===== src/rtl/cpu_clock_gen_if.sv =====
// Mode/speed/button controls into the CPU clock generator and the clock, tick and running outputs.
// The master drives the controls; the slave (the generator) drives the outputs.
interface cpu_clock_gen_if;
    logic       mode;
    logic [1:0] speed;
    logic       step_btn;
    logic       cpu_clk;
    logic       tick;
    logic       running;

    modport master (output mode, speed, step_btn, input cpu_clk, tick, running);
    modport slave  (input mode, speed, step_btn, output cpu_clk, tick, running);
endinterface


===== src/rtl/cpu_clock_gen.sv =====
// CPU clock generator: free-run at 4 speeds or single-step by button (debouncer under CPU_CLOCK_GEN_DEBOUNCE_EN).
// Latency: mode takes 2 sync stages + 1; a press steps DEB_CYCLES+3 edges after the button (3 edges without the debouncer).
// Backpressure: none; presses that arrive while a step pulse is high are dropped.
module cpu_clock_gen #(
    parameter int HALF_BASE  = 12_500_000,
    parameter int DEB_CYCLES = 500_000,
    parameter int PULSE_LEN  = 1_000,
    parameter int CNT_W      = 32
) (
    input  logic           clk,
    input  logic           reset,
    cpu_clock_gen_if.slave bus
);
    typedef enum logic [1:0] {STEP_IDLE, STEP_HI, RUN_LO, RUN_HI} state_t;

    localparam logic [CNT_W-1:0] CNT_ONE    = CNT_W'(1);
    localparam logic [CNT_W-1:0] PULSE_LAST = CNT_W'(PULSE_LEN - 1);

    logic run_s1, run_s2;
    logic btn_s1, btn_s2;
    logic mode_step;
    logic press;

    // mode is carried inverted so the cleared synchronizer reads as single-step
    always_ff @(posedge clk or posedge reset) begin
        if (reset) begin
            run_s1 <= 1'b0;
            run_s2 <= 1'b0;
            btn_s1 <= 1'b0;
            btn_s2 <= 1'b0;
        end else begin
            run_s1 <= ~bus.mode;
            run_s2 <= run_s1;
            btn_s1 <= bus.step_btn;
            btn_s2 <= btn_s1;
        end
    end

    assign mode_step = ~run_s2;

`ifdef CPU_CLOCK_GEN_DEBOUNCE_EN
    localparam logic [CNT_W-1:0] DEB_LAST = CNT_W'(DEB_CYCLES - 1);

    logic [CNT_W-1:0] deb_cnt;
    logic             btn_acc;
    logic             btn_acc_d;

    always_ff @(posedge clk or posedge reset) begin
        if (reset) begin
            deb_cnt   <= '0;
            btn_acc   <= 1'b0;
            btn_acc_d <= 1'b0;
        end else begin
            btn_acc_d <= btn_acc;
            if (btn_s2 == btn_acc) begin
                deb_cnt <= '0;
            end else if (deb_cnt == DEB_LAST) begin
                btn_acc <= btn_s2;
                deb_cnt <= '0;
            end else begin
                deb_cnt <= deb_cnt + CNT_ONE;
            end
        end
    end

    assign press = btn_acc & ~btn_acc_d;
`else
    // DEB_CYCLES has no effect in this build
    localparam logic PRESS_GATE = (DEB_CYCLES != 0) | 1'b1;

    logic btn_s3;

    always_ff @(posedge clk or posedge reset) begin
        if (reset) begin
            btn_s3 <= 1'b0;
        end else begin
            btn_s3 <= btn_s2;
        end
    end

    assign press = PRESS_GATE & btn_s2 & ~btn_s3;
`endif

    state_t           state, state_nx;
    logic [CNT_W-1:0] cnt;
    logic [CNT_W-1:0] half;
    logic [CNT_W-1:0] half_sel;
    logic [CNT_W-1:0] half_last;
    logic             cpu_clk_q, tick_q, running_q;
    logic             cpu_clk_nx, tick_nx, running_nx;

    always_comb begin
        half_sel = CNT_W'(HALF_BASE);
        case (bus.speed)
            2'd1:    half_sel = CNT_W'(HALF_BASE >> 2);
            2'd2:    half_sel = CNT_W'(HALF_BASE >> 4);
            2'd3:    half_sel = CNT_W'(HALF_BASE >> 6);
            default: half_sel = CNT_W'(HALF_BASE);
        endcase
    end

    assign half_last = half - CNT_ONE;

    always_comb begin
        state_nx = state;
        case (state)
            STEP_IDLE: begin
                if (!mode_step) begin
                    state_nx = RUN_LO;
                end else if (press) begin
                    state_nx = STEP_HI;
                end
            end
            STEP_HI: begin
                if (cnt == PULSE_LAST) state_nx = STEP_IDLE;
            end
            RUN_LO: begin
                if (cnt == half_last) state_nx = RUN_HI;
            end
            RUN_HI: begin
                if (cnt == half_last) state_nx = mode_step ? STEP_IDLE : RUN_LO;
            end
            default: state_nx = STEP_IDLE;
        endcase

        cpu_clk_nx = (state_nx == STEP_HI) || (state_nx == RUN_HI);
        running_nx = (state_nx == RUN_LO) || (state_nx == RUN_HI);
        tick_nx    = cpu_clk_nx && (state_nx != state);
    end

    // half is only reloaded on entry to the low phase, so a period never mixes two speeds
    always_ff @(posedge clk or posedge reset) begin
        if (reset) begin
            state     <= STEP_IDLE;
            cnt       <= '0;
            half      <= '0;
            cpu_clk_q <= 1'b0;
            tick_q    <= 1'b0;
            running_q <= 1'b0;
        end else begin
            state <= state_nx;
            if (state_nx != state) begin
                cnt <= '0;
            end else if (state != STEP_IDLE) begin
                cnt <= cnt + CNT_ONE;
            end
            if ((state_nx == RUN_LO) && (state != RUN_LO)) begin
                half <= half_sel;
            end
            cpu_clk_q <= cpu_clk_nx;
            tick_q    <= tick_nx;
            running_q <= running_nx;
        end
    end

    assign bus.cpu_clk = cpu_clk_q;
    assign bus.tick    = tick_q;
    assign bus.running = running_q;
endmodule


===== src/flat_wrapper.sv =====
// flat-port wrapper written by rule: the top's interface ports become plain ports
module cpu_clock_gen_flat 
#(
    parameter int HALF_BASE  = 12_500_000,
    parameter int DEB_CYCLES = 500_000,
    parameter int PULSE_LEN  = 1_000,
    parameter int CNT_W      = 32
)
  (clk, reset, bus_mode, bus_speed, bus_step_btn, bus_cpu_clk, bus_tick, bus_running);
  cpu_clock_gen_if bus_i ();
  input  logic clk;
  input  logic reset;
  input wire logic [$bits(bus_i.mode)-1:0] bus_mode;
  input wire logic [$bits(bus_i.speed)-1:0] bus_speed;
  input wire logic [$bits(bus_i.step_btn)-1:0] bus_step_btn;
  output wire logic [$bits(bus_i.cpu_clk)-1:0] bus_cpu_clk;
  output wire logic [$bits(bus_i.tick)-1:0] bus_tick;
  output wire logic [$bits(bus_i.running)-1:0] bus_running;
  assign bus_i.mode = bus_mode;
  assign bus_i.speed = bus_speed;
  assign bus_i.step_btn = bus_step_btn;
  assign bus_cpu_clk = bus_i.cpu_clk;
  assign bus_tick = bus_i.tick;
  assign bus_running = bus_i.running;
  cpu_clock_gen #(.HALF_BASE(HALF_BASE), .DEB_CYCLES(DEB_CYCLES), .PULSE_LEN(PULSE_LEN), .CNT_W(CNT_W)) u_core (.clk(clk), .reset(reset), .bus(bus_i));
endmodule

===== config.mk =====
export PLATFORM = sky130hd
export DESIGN_NAME = cpu_clock_gen_flat
export DESIGN_NICKNAME = d
export VERILOG_FILES = /design/src/rtl/cpu_clock_gen_if.sv /design/src/rtl/cpu_clock_gen.sv /design/src/flat_wrapper.sv
export SDC_FILE = /design/constraint.sdc
export NUM_CORES = 1
export LEC_CHECK = 0
export CAP_MARGIN = 20
export CORE_MARGIN = 4
export CORE_UTILIZATION = 38
export DETAILED_ROUTE_END_ITERATION = 6
export PLACE_DENSITY = 0.57
export SYNTH_ARGS = -nofsm -noshare
export SYNTH_HDL_FRONTEND = slang
export SYNTH_SLANG_ARGS = --single-unit

===== constraint.sdc =====
create_clock -name clk -period 6.5 [get_ports clk]
set_input_delay 1.3 -clock clk [delete_from_list [all_inputs] [get_ports clk]]
set_output_delay 1.3 -clock clk [all_outputs]
set_load 0.02 [all_outputs]

==> impl_results.md, run 1 <==
* CP peak stage delay at 790 ps
* Max Slew Vio Count at 0
* Data required, critical path at 6660 ps
* Drt wl/cell at 15.2 um
* Distinct cells, synth at 49
* Synth Register Bits at 52
* DIE AREA at 0.00977 mm^2
* Layout area overhead at 8.06%
* Net Count, Synth at 360
* Tmin final at 3940 ps
* GP Congestion at 0.847
* Switch share at 35.5%
* Post-CTS setup buffer count at 0
* Vias at 2369
* Layout fillers at 755
* DIE HEIGHT at 98.8 um
* Hold_buf cts at 0
* Hold path depth at 0
* Slowest library cell on the worst path: a211o_1
* Peak VDD IR at 0.0902 mV
* Initial antenna violation count at 0
* CP startpoint kind: flop
* DRT iter0 DRCs at 120
* Share of cells above drive strength 1 at 6.38%
* Post-synthesis cell count at 347
* Leak at 1.51 nW
* Synth top area cells: dfrtp_1 (42%), xor2_1 (7.5%), nor2_1 (6.2%)
* CTS buffer count at 5
* Crit-path leading delay family: simple AND/OR/NAND/NOR gates
* Post-synth EDFFs at 0
* Most frequent CP cell: or4b_1
* WHS Endpoint: u_core.run_s2
* Vias per cell at 5.30
* Inserted Diodes at 0
* Routed WL at 6810 um
* Maxcap violations at 0
* Global route total overflow at 0
* Worst r2r src: u_core.half[1]
* Pint at 0.615 mW
* Worst R2R End: u_core.cnt[7]
* H-Tree Depth at 2
* Largest regs: u_core.cnt x32, u_core.half x11, u_core.state x2
* Clk root buf: clkbuf_8
* # DRC at 0
* PD cells at 281 mW/mm^2
* Synthesis Warnings at 0
* Multi-input gate area at 0.00166 mm^2
* Syn Area/Cell at 9.04 um^2
* Post-synthesis async set-or-reset flop share at 100%
* Clock Latency Late Sink at 310 ps
* Total negative slack at 0 ps
* Critical path type: reg2reg
* Reg2Reg Depth at 10
* First-pass GRT wire length at 11600 um
* Slew at the pin with the worst max-slew slack at 972 ps
* Most instantiated cells after synthesis: dfrtp_1 (52), nor2_1 (52), xor2_1 (27)
* First-pass detailed-route iteration total at 5
* Clock Tree Buf Depth at 2
* Status: complete, no violations
* Slew HR at 35.2%
* Class of the worst hold path: reg2reg
* Vias in the first global route at 2241
* Power Total at 0.954 mW
* Placed insts at 439
* Clock share of power at 23.6%
* Area occupied by registers at 0.00130 mm^2
* IO Pins at 9
* Placed wire-length estimate at 5030 um
* Synth area leader: dfrtp_1
* Ys flop type: dfrtp_1
* CP Cell Sequence: inv_1 > ha_1 > or4b_1 > or3_4 > or4b_1 > a31oi_1 > nand4_1 > nor3_1 > a211o_1 > nor2_1
* Non-Filler Instances at 447
* Final Skew at 3.46 ps
* WP buf/inv at 1
* Seq pwr share at 48.8%
* Effective utilization at floorplan at 39.8%
* Reg2Reg Setup Slack at 2560 ps
* NetSw at 0.338 mW
* Die width at 98.8 um
* Share of the yosys chip area belonging to registers at 41.5%
* Fmax at 254 MHz
* Largest register FFs at 32
* ANT nets after route at 0
* Critical path arrival at 4100 ps
* Largest net degree at the start of global routing at 33
* CP max FO at 32
* Fin nets at 357
* HP Start: u_core.run_s1
* Post-CTS sizing at 0
* Clock-pin slew on the worst setup and hold paths at 90 ps
* Row count at 32
* TritonCTS clock tree: done
* Unrepaired setup endpoints after global routing: false
* Critical Path Sink Type: flop
* Clk sink count at 52
* Final period util at 60.6%
* Core box area at 0.00789 mm^2
* Total GRT Usage at 14.9%
* Top cell type's share of synthesized area at 41.5%
* Final Setup Violations at 0
* Port bufs at 8
* Final Hold Viols at 0
* Combinational share of power at 27.6%
* Cell Area, Synth at 0.00314 mm^2
* Most flops, register: u_core.cnt
cell families (layout without fill, tap and decap cells):
kind of cell | after synthesis | after routing | share of synthesized area [%]
muxes | 14 | 14 | 5.19
buffers and inverters | 40 | 38 | 5.51
xor gates and xnor gates | 49 | 49 | 13.7
AOI/OAI and AO/OA | 30 | 30 | 6.39
DFF | 52 | 52 | 41.5
adders and majority gates | 7 | 7 | 2.79
and+or+nand+nor | 155 | 155 | 24.9
worst max path at each step:
stage               cells after the start              to           start  slack, ps
floorplan                              13  u_core.half[1]  u_core.half[1]       3200
global placement                       10   u_core.cnt[7]  u_core.half[1]       2630
detailed placement                     10  u_core.cnt[15]  u_core.half[1]       2570
CTS                                    10  u_core.cnt[15]  u_core.half[1]       2540
global route                           10  u_core.cnt[13]  u_core.half[1]       2150
finish                                 10   u_core.cnt[7]  u_core.half[1]       2560
placed cells by master, fill, tap and decap left out, drive strengths merged, types with 3 or more instances in the layout:
master	netlist	routed
a21oi	10	10
or3	3	3
nor4	16	16
buf	9	3
mux2i	8	8
dfrtp	52	52
ha	7	7
and3	6	6
xor2	27	27
mux2	6	6
clkdlybuf4s50	0	8
xnor2	22	22
nand3	9	9
nor2	52	52
nand2	26	26
inv	19	19
o21ai	3	3
clkbuf	12	5
a31oi	3	3
nand4	13	13
nor3	15	15
area by class of cell:
| type | count | area share (%) |
|---|---|---|
| inverters | 19 | 2.10 |
| clock inverters | 3 | 1.26 |
| well taps | 102 | 3.77 |
| repair buffers | 11 | 3.40 |
| clock buffers | 5 | 2.03 |
| multi-input cells | 255 | 49.0 |
| flip-flops and latches | 52 | 38.4 |
power by group through the flow:
stage                     clock (mW)  sequential (mW)  combinational, mW
after floorplan                    0            0.412              0.259
after global placement             0            0.471              0.259
after detailed placement           0            0.469              0.263
after CTS                      0.233            0.464              0.264
after global routing           0.249            0.476              0.297
final                          0.225            0.465              0.263
layer usage:
metal | track usage [%] | vias to the layer above | part of all wire [%]
li1 | - | 1174 | -
met5 | 0 | - | 0
met4 | 3.78 | 0 | 0.88
met2 | 22.5 | 42 | 44
met1 | 21.4 | 1148 | 50
met3 | 3.54 | 5 | 4.7
stage by stage:
stage | worst slack (ps) | util, % | hold WS (ps) | cell area (um^2)
2_1_floorplan | 3200 | - | 331 | 3140
3_3_place_gp | 2630 | 41.3 | 332 | 3260
3_5_place_dp | 2570 | 41.5 | 342 | 3280
4_1_cts | 2540 | 43.0 | 365 | 3390
5_1_grt | 2150 | 43.0 | 376 | 3390
6_report | 2560 | 43.0 | 361 | 3390
Power figures use the tool's default switching activity.
==> run 2: changes to the inputs <==
- PLACE_DENSITY: 0.57 -> 0.59
- clock period: 6.5 -> 3.4 ns (I/O delays scaled with it)
==> impl_results.md, run 2 (synthesized netlist as in run 1, its figures left out) <==
* NetSw at 0.677 mW
* Slew HR at 60.7%
* Combinational share of power at 36.2%
* Final Setup Violations at 0
* Critical path arrival at 3490 ps
* DIE AREA at 0.00977 mm^2
* Total GRT Usage at 15.6%
* First-pass GRT wire length at 12600 um
* Non-Filler Instances at 465
* Clock share of power at 19.4%
* Largest register FFs at 32
* DRT iter0 DRCs at 126
* CP Cell Sequence: inv_1 > ha_1 > or4b_1 > or3_4 > or4b_1 > a31oi_1 > nand4_1 > nor3_1 > a211o_1 > buf_12 > nor2_1
* Die width at 98.8 um
* Row count at 32
* Vias per cell at 5.37
* # DRC at 0
* Critical Path Sink Type: flop
* Effective utilization at floorplan at 39.8%
* GP Congestion at 0.893
* Slowest library cell on the worst path: or4b_1
* Placed insts at 457
* Most flops, register: u_core.cnt
* Switch share at 36.5%
* Final Hold Viols at 0
* Inserted Diodes at 0
* DIE HEIGHT at 98.8 um
* ANT nets after route at 0
* Clk root buf: clkbuf_8
* PD cells at 526 mW/mm^2
* Clock Latency Late Sink at 310 ps
* Placed wire-length estimate at 5550 um
* Port bufs at 8
* Status: complete, no violations
* Critical path type: reg2reg
* Most frequent CP cell: or4b_1
* Peak VDD IR at 0.195 mV
* CP peak stage delay at 480 ps
* Layout area overhead at 12.4%
* Routed WL at 7350 um
* Vias in the first global route at 2504
* Global route total overflow at 0
* CP max FO at 32
* Max Slew Vio Count at 0
* Hold_buf cts at 0
* Maxcap violations at 0
* Data required, critical path at 3600 ps
* Largest regs: u_core.cnt x32, u_core.half x11, u_core.state x2
* Setup ws final at 103 ps
* Initial antenna violation count at 0
* Unrepaired setup endpoints after global routing: true
* Clk sink count at 52
* Most frequent cells in the layout: nor2_1 (52), dfrtp_1 (52), xor2_1 (27)
* Dpl ws at 54.1 ps
* Final period util at 97.0%
* Vias at 2498
* HP Start: u_core.btn_s1
* Seq pwr share at 44.4%
* Largest net degree at the start of global routing at 33
* Core box area at 0.00789 mm^2
* TritonCTS clock tree: done
* IO Pins at 9
* Layout fillers at 759
* Final hold slack at 357 ps
* Worst r2r src: u_core.half[1]
* Tmin final at 3300 ps
* Fin nets at 375
* First-pass detailed-route iteration total at 5
* Slew at the pin with the worst max-slew slack at 584 ps
* Class of the worst hold path: reg2reg
* Clock Tree Buf Depth at 2
* Share of cells above drive strength 1 at 11.3%
* CP startpoint kind: flop
* Fmax at 303 MHz
* Post-CTS setup buffer count at 0
* CTS buffer count at 5
* Pint at 1.18 mW
* Final Skew at 8.57 ps
* H-Tree Depth at 2
* Worst Setup SP: u_core.half[1]
* Leak at 1.59 nW
* Drt wl/cell at 15.8 um
* Clock-pin slew on the worst setup and hold paths at 100 ps
-- run 2: cell count changes in the layout (fill, tap and decap cells not counted) --
cell	before	now
o21ai_4	0	1
o21ai_1	1	0
nor4_4	0	1
bufinv_16	1	0
clkinv_4	0	1
buf_4	2	20
nor4_2	1	0
clkinvlp_4	1	2
clkinv_2	1	0
-- run 2: worst max-delay path, delay by kind of cell, from the launching register on --
| kind | cells | cell delay [ps] |
|---|---|---|
| AND/OR/NAND/NOR | 6 | 1980 |
| flip-flops | 1 | 400 |
| AO/OA/AOI/OAI | 2 | 370 |
| buffers and inverters | 2 | 250 |
| adder cells (fa/ha/maj) | 1 | 170 |
-- run 2: per-layer routing --
metal  up-vias  routed length, um  track usage, %
li1       1213                  -               -
met1      1221               3580            23.0
met2        51               3280            23.5
met5         -                  0               0
met4         0                141            4.20
met3        13                348            2.90
-- run 2: what timing repair did --
item,4_1_cts,5_1_grt
gates resized for setup,0,3
setup endpoints to repair,0,11
hold endpoints to repair,0,0
-- run 2: final timing paths --
check | end | slack (ps) | cells past startpoint
max reg2reg | u_core.cnt[8] | 100 | 11
max | u_core.cnt[8] | 100 | 11
min reg2reg | u_core.btn_s2 | 360 | 0
min in group asynchronous | u_core.half[4] | 620 | 2
min | u_core.btn_s2 | 360 | 0
max in group asynchronous | u_core.cnt[11] | 2190 | 3
-- run 2: power by group through the flow --
stage	Combinational, mW	Clock [mW]	Sequential [mW]
global placement	0.668	0	0.829
global route	0.753	0.399	0.835
CTS	0.671	0.376	0.821
detailed placement	0.668	0	0.831
floorplan	0.495	0	0.788
finish	0.671	0.359	0.824
-- run 2: area by class of cell --
cell class                      instances  area [um^2]  area share, %
Multi-Input combinational cell        255         1680           47.7
Sequential cell                        52         1300           36.9
Timing Repair Buffer                   29          250           7.10
Tap cell                              102          128           3.62
Inverter                               19         71.3           2.02
Clock buffer                            5         68.8           1.95
Clock inverter                          3         23.8          0.674
-- run 2: per-stage QoR --
| step | utilization (%) | TNS [ps] | total power [mW] | cell area [um^2] |
|---|---|---|---|---|
| 6_report | 44.7 | 0 | 1.85 | 3520 |
| 5_1_grt | 44.7 | -1010 | 1.99 | 3520 |
| 4_1_cts | 44.4 | 0 | 1.87 | 3500 |
| 3_5_place_dp | 43.3 | 0 | 1.50 | 3410 |
| 3_3_place_gp | 43.3 | 0 | 1.50 | 3410 |
| 2_1_floorplan | - | 0 | 1.28 | 3140 |
